===== config.mk =====
export PLATFORM = sky130hd
export DESIGN_NAME = file_core_flat
export DESIGN_NICKNAME = d
export VERILOG_FILES = /design/src/rtl/file_core_pkg.sv /design/src/rtl/file_core_if.sv /design/src/rtl/file_core_seq_detect_1011.sv /design/src/rtl/file_core.sv /design/src/flat_wrapper.sv
export SDC_FILE = /design/constraint.sdc
export NUM_CORES = 1
export LEC_CHECK = 0
export BUFFER_PORTS_ARGS = -buffer_cell sky130_fd_sc_hd__buf_2
export CORE_AREA = 2 2 39 41
export CTS_CLUSTER_SIZE = 24
export DETAILED_ROUTE_END_ITERATION = 8
export DIE_AREA = 0 0 41 43
export REMOVE_ABC_BUFFERS = 1
export SLEW_MARGIN = 15
export SYNTH_ARGS = -nofsm -noshare
export SYNTH_HDL_FRONTEND = slang
export SYNTH_SLANG_ARGS = --single-unit

===== constraint.sdc =====
create_clock -name clk -period 2.45 [get_ports clk]
set_input_delay 0.1225 -clock clk [delete_from_list [all_inputs] [get_ports clk]]
set_output_delay 0.1225 -clock clk [all_outputs]
set_load 0.05 [all_outputs]

===== src/rtl/file_core_pkg.sv =====
// Shared definitions for file_core: operand opcodes and the 1011 detector state encoding.
package file_core_pkg;

  localparam int unsigned WIDTH_DEF = 4;
  localparam int unsigned OP_W      = 2;

  localparam logic [OP_W-1:0] OP_HOLD = 2'b00;
  localparam logic [OP_W-1:0] OP_LOAD = 2'b01;
  localparam logic [OP_W-1:0] OP_ADD  = 2'b10;
  localparam logic [OP_W-1:0] OP_XOR  = 2'b11;

  // Each state is named after the longest pattern prefix matched so far.
  typedef enum logic [2:0] {
    S0    = 3'd0,
    S1    = 3'd1,
    S10   = 3'd2,
    S101  = 3'd3,
    S1011 = 3'd4
  } state_t;

endpackage


===== src/rtl/file_core_if.sv =====
// Operand bus and serial stream bundle for file_core.
interface file_core_if #(
  parameter int unsigned WIDTH = file_core_pkg::WIDTH_DEF
);
  logic [WIDTH-1:0] data_in;
  logic             a;
  logic             b;
  logic             x;
  logic [WIDTH-1:0] data_out;
  logic             out;

  modport master (output data_in, output a, output b, output x,
                  input  data_out, input out);
  modport slave  (input  data_in, input  a, input  b, input  x,
                  output data_out, output out);
endinterface


===== src/rtl/file_core_seq_detect_1011.sv =====
// Moore detector for the overlapping serial pattern 1011; out is high only in S1011.
module seq_detect_1011
  import file_core_pkg::*;
(
  input  logic clk,
  input  logic rst,
  input  logic x,
  output logic out
);

  state_t r_state;
  state_t w_next;
  logic   r_out;

  always_comb begin
    w_next = r_state;
    unique case (r_state)
      S0:      w_next = x ? S1    : S0;
      S1:      w_next = x ? S1    : S10;
      S10:     w_next = x ? S101  : S0;
      S101:    w_next = x ? S1011 : S10;
      S1011:   w_next = x ? S1    : S10;
      default: w_next = S0;
    endcase
  end

  // Flag is registered alongside the state so it tracks the state exactly.
  always_ff @(posedge clk) begin
    if (!rst) begin
      r_state <= S0;
      r_out   <= 1'b0;
    end else begin
      r_state <= w_next;
      r_out   <= (w_next == S1011);
    end
  end

  assign out = r_out;

endmodule


===== src/rtl/file_core.sv =====
// Operand register driven by opcode {a,b} plus an independent 1011 sequence detector.
module file_core
  import file_core_pkg::*;
#(
  parameter int unsigned WIDTH = WIDTH_DEF
) (
  input  logic        clk,
  input  logic        rst,
  file_core_if.slave  bus
);

  logic [WIDTH-1:0] r_data;
  logic [OP_W-1:0]  w_op;
  logic             w_out;

  assign w_op = {bus.a, bus.b};

  // Add wraps modulo 2^WIDTH; the carry is dropped by the sized sum.
  always_ff @(posedge clk) begin
    if (!rst) begin
      r_data <= '0;
    end else begin
      unique case (w_op)
        OP_HOLD: r_data <= r_data;
        OP_LOAD: r_data <= bus.data_in;
        OP_ADD:  r_data <= WIDTH'(r_data + bus.data_in);
        OP_XOR:  r_data <= r_data ^ bus.data_in;
        default: r_data <= r_data;
      endcase
    end
  end

  seq_detect_1011 u_detect (
    .clk (clk),
    .rst (rst),
    .x   (bus.x),
    .out (w_out)
  );

  assign bus.data_out = r_data;
  assign bus.out      = w_out;

endmodule


===== src/flat_wrapper.sv =====
// flat-port wrapper written by rule: the top's interface ports become plain ports
module file_core_flat import file_core_pkg::*;
#(
  parameter int unsigned WIDTH = WIDTH_DEF
)
  (clk, rst, bus_data_in, bus_a, bus_b, bus_x, bus_data_out, bus_out);
  file_core_if #(.WIDTH(WIDTH)) bus_i ();
  input  logic clk;
  input  logic rst;
  input wire logic [$bits(bus_i.data_in)-1:0] bus_data_in;
  input wire logic [$bits(bus_i.a)-1:0] bus_a;
  input wire logic [$bits(bus_i.b)-1:0] bus_b;
  input wire logic [$bits(bus_i.x)-1:0] bus_x;
  output wire logic [$bits(bus_i.data_out)-1:0] bus_data_out;
  output wire logic [$bits(bus_i.out)-1:0] bus_out;
  assign bus_i.data_in = bus_data_in;
  assign bus_i.a = bus_a;
  assign bus_i.b = bus_b;
  assign bus_i.x = bus_x;
  assign bus_data_out = bus_i.data_out;
  assign bus_out = bus_i.out;
  file_core #(.WIDTH(WIDTH)) u_core (.clk(clk), .rst(rst), .bus(bus_i));
endmodule

== Yosys cells after proc, flatten, opt, wreduce, memory -nomap -nowiden ==
Cells that the tools add are included.

* Word-level logic and storage cells: 22
* Output and inout port bits: 5
* Register bits after elaboration: 8

* Reductions and logical operators: 3
* $add $sub $neg: 1
* Bitwise gates (word level): 1
* Eq/ne operators: 8
* Mux-type cells: 6

{| class="wikitable"
|+ Operators with widths
! operator !! count
|-
| case mux 3 bit (4 select lines) || 1
|-
| case mux 4 bit (3 select lines) || 1
|-
| == test 3 x 2 -> 1 bit, second input constant || 2
|-
| == test 3 bit, second input constant || 2
|-
| adder 4 bit || 1
|-
| == test 2 bit, second input constant || 2
|-
| 2-to-1 mux 2 bit || 2
|-
| XOR 4 bit || 1
|-
| == test 3 x 1 -> 1 bit, second input constant || 1
|-
| logical NOT 3 bit || 1
|-
| 2-to-1 mux 3 bit || 1
|-
| == test 2 x 1 -> 1 bit, second input constant || 1
|-
| logical NOT 2 bit || 1
|-
| OR reduction 2 bit || 1
|-
| 2-to-1 mux 1 bit || 1
|}

== Logic depth before layout (Yosys ltp) ==
Gate-level depths: netlist of the first run.

* Word-level depth: 4
* Mapped depth: 5

== Modules after synthesis ==
From an unflattened synthesis of the first run, not the netlist that was laid out.

* Cell total of the unflattened synthesis: 45
* Area, all modules: 483.0 µm²

{| class="wikitable"
|+ Modules (own cells, without submodules)
! module !! area each (µm²) !! cells each !! times used
|-
| file_core || 324.1 || 32 || 1
|-
| seq_detect_1011 || 158.9 || 13 || 1
|}

== Worst setup path before layout of the first run ==
No wires, ideal clock.

* Kind: register to register
* Start: register u_core.r_data[0], in the netlist u_core.bus.data_out[0]
* End: register u_core.r_data[1], in the netlist u_core.bus.data_out[1]
* Path buffers: 0
* Setup time: 115 ps
* Setup slack: 458 ps
* Arrival: 1878 ps
* Cell stages (with the launch flop): 5
* Cells stage by stage: dfxtp_1 ha_1 fa_1 mux4_2 and2_1

* Cells in the longest elaborated chain, start to end: 2

{| class="wikitable"
|+ RTL lines
! item !! RTL line !! source
|-
| from (decl) || file_core.sv:12 || <nowiki>logic [WIDTH-1:0] r_data;</nowiki>
|-
| from (signal assigned) || file_core.sv:24 || <nowiki>OP_HOLD: r_data <= r_data;</nowiki>
|-
| from (signal assigned) || file_core.sv:25 || <nowiki>OP_LOAD: r_data <= bus.data_in;</nowiki>
|-
| from (signal assigned) || file_core.sv:26 || <nowiki>OP_ADD: r_data <= WIDTH'(r_data + bus.data_in);</nowiki>
|-
| adder 4 bit || file_core.sv:26 ||
|-
| case mux 4 bit (3 select lines) || file_core.sv:23 || <nowiki>unique case (w_op)</nowiki>
|}

No other way between the ends.
A chain may end at the register's enable or synchronous reset.

== Worst setup path in the final report of the first run ==
Ends and elaborated chain as after synthesis.

==> metrics.txt, run 1 <==
Total Power=334.8 µW; GRT met3 Usage=4.712%; Area after DPL=544.3 µm²; met1 Usage GRT=15.31%; top cells by area, synth=dfxtp_1 (34%), ha_1 (8.0%), a211oi_1 (6.4%), mux2_2 (4.8%), mux4_2 (4.8%); status=completed; first-pass GRT wire length=1380 µm; Inserted Diodes=0; H-tree depth=1; final cycle utilization of the critical path=68.00%; TritonCTS buffer count=3; number of flops mapped to enable cells by yosys=0; GRT Max-Usage Layer=met2; # DRC=0; Worst slew margin=78.50%; number of global-route vias before repair=353; P_sw=103.5 µW; Critical path origin=u_core.bus.data_out[0]; Tot GR Track Use=11.39%; Synth top area share=34.04%; Seq/Total Area, Yosys=34.04%; maxcap violations=0; Routed Antenna Nets=0; syn avg cell area=10.01 µm²; Reg power frac=44.0%; reg-to-reg startpoint=u_core.bus.data_out[0]; kind of critical path=register to register; min-delay worst type=input pin to register; drt pass-1 iters=4; Net Sw Frac=30.93%; Final Hold Fails=0; CTS sink count=8; FF+latch count, synth=8; Netlist cell types=25; Max Root-Sink Buffers=2; Post-CTS Setup Bufs=0; Core Box Area=1384 µm²; Via-to-Cell Ratio=5.141; CP arrival=1.81 ns; RSZ-0062 raised after global routing=no; IO Port Bufs=13; most frequent cell after synthesis=dfxtp_1; fin. max-slew vios=0; WL final=812 µm; crit path max-delay cell type=mux4_2; fmax=600.3 MHz; hold_sp=rst; final setup skew=0.009908 ns; initial drt markers=7; final std cells w/o fill=78; internal power=231.2 µW; layout cells sized above 1=32.26%; critical path launch point type=register; hpwl dp=667.2 µm; P&R area growth vs syn=20.48%; Hold Buf Count CTS=0; CTS tree=done; Syn Inst Count=47; die area=1763 µm²; CP peak stage delay=0.44 ns; GR Layer Usage met2=15.94%; worst-path fanout max=3; Skew-Pair Late Insertion Delay=0.25 ns; top_reg_cell synth=dfxtp_1; Clock transition at path regs=0.06 ns; via count=401; post-layout net count=77; num rows=14; TNS Setup=0 ns; PostCTS Resize Cnt=0; worst-margin pin slew=0.3206 ns; GR Overflow Total=0; mapped cell area=470.5 µm²; CP cell instances=ha_1, fa_1, mux4_2, and2_1; post-route minimum period=1.666 ns; CTS root buf=clkbuf_4; Post-synth top cells=dfxtp_1 (8), a211oi_1 (4), nor2_1 (4); CP Capture Type=register; area leader, netlist=dfxtp_1; Post-synth ARST share=0%; Logic pwr share=26.7%; GPL Wtd Cong=0.6634; Peak VDD IR=0.2182 mV; initial antenna violation count=0; post-placement cell count=75; Top-Level Pins=14; Util after Layout=40.96%; Final Instance Area=566.8 µm²; static leakage=0.0002518 µW; final setup violation count=0; synth warn=0; largest net degree at the start of global routing=8; routed len/inst=10.41 µm; CP Data Required Time=2.60 ns; Die W=41 µm; pwr dens=590.6 nW/µm²; Die Height=43 µm; clock share of power=29.4%; initial core utilization=34.00%
[logic make-up (layout without fill, tap and decap cells)]
logic type	after synthesis	after routing	synth area share, %
AND/OR/NAND/NOR	18	18	20.48
AO/OA/AOI/OAI	9	9	14.36
flip-flops	8	8	34.04
adder cells (fa/ha/maj)	5	5	14.36
multiplexers	4	4	11.70
buffers and inverters	2	17	3.191
XOR/XNOR	1	1	1.862
[final timing paths]
check	endpoint	slack (ns)	depth (start not counted)
hold / removal	u_core.bus.data_out[1]	0.14	2
hold reg to reg	u_core.u_detect.r_state[2]	0.50	2
setup / recovery	u_core.bus.data_out[1]	0.78	4
setup reg to reg	u_core.bus.data_out[1]	0.78	4
[power by group through the flow]
| stage | Combinational [µW] | Sequential [µW] | Clock, µW |
|---|---|---|---|
| finish | 89.3 | 147 | 98.3 |
| global route | 99.6 | 149 | 110 |
| CTS | 90.0 | 147 | 104 |
| detailed placement | 89.8 | 150 | 0 |
| global placement | 88.8 | 149 | 0 |
| floorplan | 40.1 | 173 | 0 |
[per-stage QoR]
stage / hold slack [ns] / setup WS (ns)
floorplan: 0.2186 / 0.4575
global placement: 0.3951 / 0.8140
detailed placement: 0.4013 / 0.7848
CTS: 0.1356 / 0.7768
global route: 0.1454 / 0.7151
finish: 0.1438 / 0.7840
[critical path: cells and delay by family, from the launching register on]
family,cells,cell delay [ns]
AND/OR/NAND/NOR,1,0.16
adder cells (fa/ha/maj),2,0.64
flip-flops,1,0.32
multiplexers,1,0.44
[per-layer routing]
metal	vias up	wire, µm
met5	-	0
met4	0	0
met3	0	63
met2	14	336
met1	183	412
li1	204	-
[area by class of cell]
type	instances	area [µm²]
clock buffer	3	22.52
tap	16	20.02
timing repair buffer	13	65.06
inverter	1	3.754
multi-input combinational	37	295.3
fill	143	817.0
sequential	8	160.2
[registers in the layout, summed over array words and instances, names as in the netlist]
name,count
u_core.u_detect.out,1
u_core.u_detect.r_state,3
u_core.bus.data_out,4
[cells in the final DEF, fill, tap and decap left out, drive strengths merged]
cell type	instances
buf	13
dfxtp	8
nor2	4
a211oi	4
nand2	3
nor3	3
ha	3
clkbuf	3
mux2	2
nand3b	2
nor2b	2
mux4	1
and2	1
inv	1
mux2i	1
or3b	1
a21o	1
a21oi	1
nand2b	1
o21bai	1
and3	1
o22a	1
o21ai	1
maj3	1
xnor2	1
fa	1
(Power assumes the default switching activity.)
==> inputs of run 2 (changes only) <==
Settings changed: ABC_AREA from default to 1.
Clock period 2.45 ns to 1.5 ns, I/O delays scaled along.
==> run 2 against run 1 <==
Compared with the run above: synthesized area up 0.80%; worst setup slack worse by 0.69 ns; critical path depth up 1; routed wire length up 17%; global-route usage up 1.9 points; clock power up 57%; flip-flop and latch count unchanged; die area unchanged; core utilization up 1.3 points; register-to-register slack worse by 0.69 ns; combinational power up 67%; via count up 14%; critical endpoint is now u_core.bus.data_out[2].
==> metrics.txt, run 2 <==
post-placement cell count=95; Worst R2R End=u_core.bus.data_out[2]; internal power=370.5 µW; Logic pwr share=27.4%; FF+latch count, synth=8; multi-input logic area=275.3 µm²; CP peak stage delay=0.37 ns; num rows=14; Synth top area share=33.77%; hold_sp=rst; crit path max-delay cell type=fa_1; hpwl dp=758.9 µm; Core Box Area=1384 µm²; commonest non-fill, non-tap cell in the layout=nand2_1; synth warn=0; initial antenna violation count=0; path depth of the worst reg2reg path=5; area leader, netlist=dfxtp_1; final setup skew=0.0002360 ns; CP Data Required Time=1.62 ns; Largest register FFs=4; min-delay worst type=input pin to register; WL final=948 µm; P&R area growth vs syn=23.22%; pwr dens=927.0 nW/µm²; top_reg_cell synth=dfxtp_1; maxcap violations=0; status=completed; Post-CTS Setup Bufs=0; GPL Wtd Cong=0.7245; final setup violation count=0; top cells by area, synth=dfxtp_1 (34%), nand2_1 (11%), ha_1 (7.9%), nand3_1 (6.3%), inv_1 (6.3%); # DRC=0; final cycle utilization of the critical path=93.71%; drt pass-1 iters=4; register area=160.2 µm²; Netlist cell types=18; IO Port Bufs=13; Via-to-Cell Ratio=4.663; CP arrival=1.53 ns; Net Sw Frac=31.59%; Post-synth top cells=nand2_1 (14), dfxtp_1 (8), inv_1 (8); Die W=41 µm; CTS sink count=8; most frequent cell after synthesis=nand2_1; CTS root buf=clkbuf_4; first-pass GRT wire length=1628 µm; Seq/Total Area, Yosys=33.77%; fmax=711.4 MHz; critical path launch point type=register; setup slack, reg-to-reg=0.09 ns; most frequent cells in the layout=nand2_1 (14), buf_2 (13), inv_1 (8), dfxtp_1 (8), nand3_1 (6); Peak VDD IR=0.3833 mV; Inserted Diodes=0; Syn Inst Count=66; Filler cells=136; CP cell instances=ha_2, fa_1, xor2_1, a22oi_1, a31oi_1; Skew-Pair Late Insertion Delay=0.24 ns; Max Root-Sink Buffers=2; number of global-route vias before repair=447; Post-synth ARST share=0%; RSZ-0062 raised after global routing=no; Worst slew margin=80.65%; Die Height=43 µm; Top-Level Pins=14; initial core utilization=34.27%; Clock transition at path regs=0.05 ns; largest net degree at the start of global routing=6; number of flops mapped to enable cells by yosys=0; syn avg cell area=7.185 µm²; worst-margin pin slew=0.2892 ns; hold path cells=3; post-layout net count=97; kind of critical path=register to register; reg-to-reg startpoint=u_core.bus.data_out[0]; final std cells w/o fill=98; Final Hold Fails=0; Reg power frac=44.1%; CP Capture Type=register; die area=1763 µm²; CTS tree=done; Routed Antenna Nets=0; GR Overflow Total=0; fin. max-slew vios=0; Hold Path Sink=u_core.bus.data_out[0]; layout cells sized above 1=25.61%; P_sw=171.1 µW; routed len/inst=9.673 µm; H-tree depth=1; via count=457; worst-path fanout max=3; initial drt markers=8; Tot GR Track Use=13.32%; Total Power=541.6 µW; post-route minimum period=1.406 ns; clock share of power=28.5%; static leakage=0.0003029 µW; Critical path origin=u_core.bus.data_out[0]; mapped cell area=474.2 µm²; TritonCTS buffer count=3
==> run 2: cell types whose count changed in the layout (fill, tap and decap cells not counted), sizes merged, moves of 4 or more <==
| cell | before | now |
|---|---|---|
| inv | 1 | 11 |
| a211oi | 4 | 0 |
| nand3 | 0 | 6 |
| a21oi | 1 | 5 |
| nand2 | 3 | 14 |
==> run 2: area by class of cell <==
| cell class | instances | share of cell area [%] |
|---|---|---|
| Multi-Input combinational cell | 47 | 47.11 |
| Sequential cell | 8 | 27.41 |
| Timing Repair Buffer | 13 | 11.13 |
| Inverter | 11 | 7.066 |
| Clock buffer | 3 | 3.854 |
| Tap cell | 16 | 3.426 |
==> run 2: critical path: cells and delay by family (launching register included) <==
kind / cells / cell delay [ns]
flip-flops: 1 / 0.32
XOR/XNOR: 1 / 0.15
AO/OA/AOI/OAI: 2 / 0.23
adder cells (fa/ha/maj): 2 / 0.57
==> run 2: cell families after synthesis <==
group	Yosys count	share of synthesized area, %
AND/OR/NAND/NOR	31	29.03
buffers and inverters	11	8.707
AO/OA/AOI/OAI	9	10.82
flip-flops	8	33.77
adder cells (fa/ha/maj)	4	12.14
XOR/XNOR	3	5.542
==> run 2: layer usage <==
| metal | vias to the layer above | global-route usage (%) | wire length [µm] |
|---|---|---|---|
| li1 | 248 | - | - |
| met1 | 197 | 14.71 | 401 |
| met2 | 8 | 21.56 | 480 |
| met3 | 4 | 3.141 | 38 |
| met4 | 0 | 8.000 | 28 |
| met5 | - | 0 | 0 |
==> run 2: power by group through the flow <==
stage,clock [µW],sequential [µW],combinational (µW)
2_1_floorplan,0,277,71.6
3_3_place_gp,0,242,146
3_5_place_dp,0,243,147
4_1_cts,168,239,147
5_1_grt,175,241,167
6_report,154,239,149
==> run 2: metrics by stage <==
stage	hold slack (ns)	util, %	instance area, µm²	TNS, ns	setup slack, ns
2_1_floorplan	0.1726	-	474.2	-0.3169	-0.1251
3_3_place_gp	0.3117	40.42	559.3	0	0.1104
3_5_place_dp	0.3250	40.42	559.3	0	0.06417
4_1_cts	0.06435	42.04	581.8	0	0.06216
5_1_grt	0.07032	42.22	584.3	0	0.03190
6_report	0.06757	42.22	584.3	0	0.09440
==> run 2: worst max-delay path by stage <==
stage,to,slack [ns]
after floorplan,u_core.bus.data_out[1],-0.13
after global placement,u_core.bus.data_out[2],0.11
after detailed placement,u_core.bus.data_out[2],0.06
after CTS,u_core.bus.data_out[2],0.06
after global routing,u_core.bus.data_out[2],0.03
final,u_core.bus.data_out[2],0.09
==> run 2: timing repair <==
| action | CTS | global route |
|---|---|---|
| endpoints found under the setup margin | 0 | 1 |
| resized for setup | 0 | 1 |
| hold buffers | 0 | 0 |
==> inputs of run 3 (changes only) <==
Settings changed: PLACE_DENSITY_LB_ADDON from default to 0.3.
Clock period 1.5 ns to 1.2 ns, I/O delays scaled along.
==> run 3 against run 2 <==
Compared with the run above: the run now ends with negative setup slack left; via count rose by 7.2%; hold slack got worse by 0.018 ns; flip-flop and latch count did not move; maximum frequency rose by 6.2%; clock-buffer cell count did not move; die area did not move; final cell count rose by 3.1%; clock power rose by 45%; register-to-register slack got worse by 0.22 ns; sequential share of layout area fell by 2.2 points; core utilization rose by 4.3 points; critical endpoint unchanged; largest cell class unchanged; highest routed layer unchanged.
==> metrics.txt, run 3 (synthesis gave the netlist of run 2 again) <==
GPL Wtd Cong=0.7204; Tot GR Track Use=15.93%; most frequent cells in the layout=nand2_1 (14), buf_2 (13), inv_1 (8); routed len/inst=11.37 µm; P_sw=257.9 µW; initial antenna violation count=0; Peak VDD IR=0.6616 mV; status=finished with violations; Via-to-Cell Ratio=4.851; Worst slew margin=80.09%; final setup skew=0.01286 ns; Die Height=43 µm; IO Port Bufs=13; via count=490; CTS root buf=clkbuf_4; TNS Setup=-0.2287 ns; first-pass GRT wire length=1800 µm; largest net degree at the start of global routing=6; worst-margin pin slew=0.2976 ns; failing checks=negative setup slack; hpwl dp=832.7 µm; final std cells w/o fill=101; final setup margin=-0.1235 ns; min-delay worst type=input pin to register; num rows=14; hold path cells=3; P&R area growth vs syn=35.88%; Final Hold Fails=0; Routed Antenna Nets=0; drt pass-1 iters=3; die area=1763 µm²; Die W=41 µm; layout cells sized above 1=35.29%; final cycle utilization of the critical path=110.3%; worst-path fanout max=2; CTS tree=done; Logic pwr share=29.7%; kind of critical path=register to register; # DRC=0; CP arrival=1.47 ns; CP Capture Type=register; fin. max-slew vios=0; Largest register FFs=4; Hold Buf Count CTS=0; Top-Level Pins=14; Core Box Area=1384 µm²; Reg power frac=40.5%; TritonCTS buffer count=3; initial core utilization=34.27%; number of global-route vias before repair=454; GR Overflow Total=0; RSZ-0062 raised after global routing=yes; post-route minimum period=1.324 ns; Clock transition at path regs=0.07 ns; commonest non-fill, non-tap cell in the layout=nand2_1; final setup violation count=3; post-layout net count=100; internal power=486.9 µW; Inserted Diodes=0; critical path launch point type=register; CTS sink count=8; H-tree depth=1; initial drt markers=6; clock share of power=29.9%; pwr dens=1156 nW/µm²; fmax=755.6 MHz; WL final=1148 µm; pre-CTS setup slack=-0.2370 ns; static leakage=0.0003191 µW; maxcap violations=0; Net Sw Frac=34.63%; CP Data Required Time=1.35 ns; WHS=0.05003 ns; path depth of the worst reg2reg path=5; post-placement cell count=97; Max Root-Sink Buffers=2; Skew-Pair Late Insertion Delay=0.27 ns
-- run 3: path summary, 6_finish.rpt --
kind                                    from                    endpoint  slack, ns
hold reg to reg   u_core.u_detect.r_state[2]  u_core.u_detect.r_state[2]       0.49
hold / removal                           rst      u_core.bus.data_out[0]       0.05
setup reg to reg      u_core.bus.data_out[0]      u_core.bus.data_out[2]      -0.12
setup / recovery      u_core.bus.data_out[0]      u_core.bus.data_out[2]      -0.12
-- run 3: what timing repair did --
action,4_1_cts,5_1_grt
buffers inserted,0,1
endpoints found under the setup margin,3,3
pin swaps,4,3
resized for setup,6,2
-- run 3: routing by layer --
| layer | part of all wire [%] | wire length, µm | track usage [%] |
|---|---|---|---|
| met5 | 0 | 0 | 0 |
| met1 | 39 | 451 | 14.33 |
| met2 | 55 | 633 | 27.19 |
| met4 | 0.35 | 4 | 6.000 |
| met3 | 5.1 | 59 | 9.424 |
-- run 3: worst max-delay path, stage by stage (launching register included) --
cell and delay [ns]:
dfxtp_2 0.33, ha_4 0.16, fa_2 0.33, xor2_1 0.15, a22oi_1 0.14, a31oi_1 0.11
-- run 3: layout make-up --
class / instances / area [µm²]
inverters: 11 / 41.29
fillers: 152 / 739.5
multi-input cells: 47 / 310.3
repair buffers: 16 / 87.58
flip-flops and latches: 8 / 162.7
clock buffers: 3 / 22.52
well taps: 16 / 20.02
-- run 3: power by group through the flow --
stage | registers (µW) | clock network, µW | logic (µW)
floorplan | 346 | 0 | 89.5
finish | 301 | 223 | 221
global route | 304 | 244 | 241
global placement | 301 | 0 | 193
CTS | 301 | 229 | 207
detailed placement | 302 | 0 | 196
-- run 3: per-stage QoR --
| step | utilization, % | total power, µW | instance area, µm² |
|---|---|---|---|
| after floorplan | - | 435.4 | 474.2 |
| after global placement | 41.50 | 493.5 | 574.3 |
| final | 46.56 | 744.8 | 644.4 |
| after global routing | 46.56 | 788.9 | 644.4 |
| after detailed placement | 41.50 | 498.2 | 574.3 |
| after CTS | 45.30 | 737.0 | 626.9 |
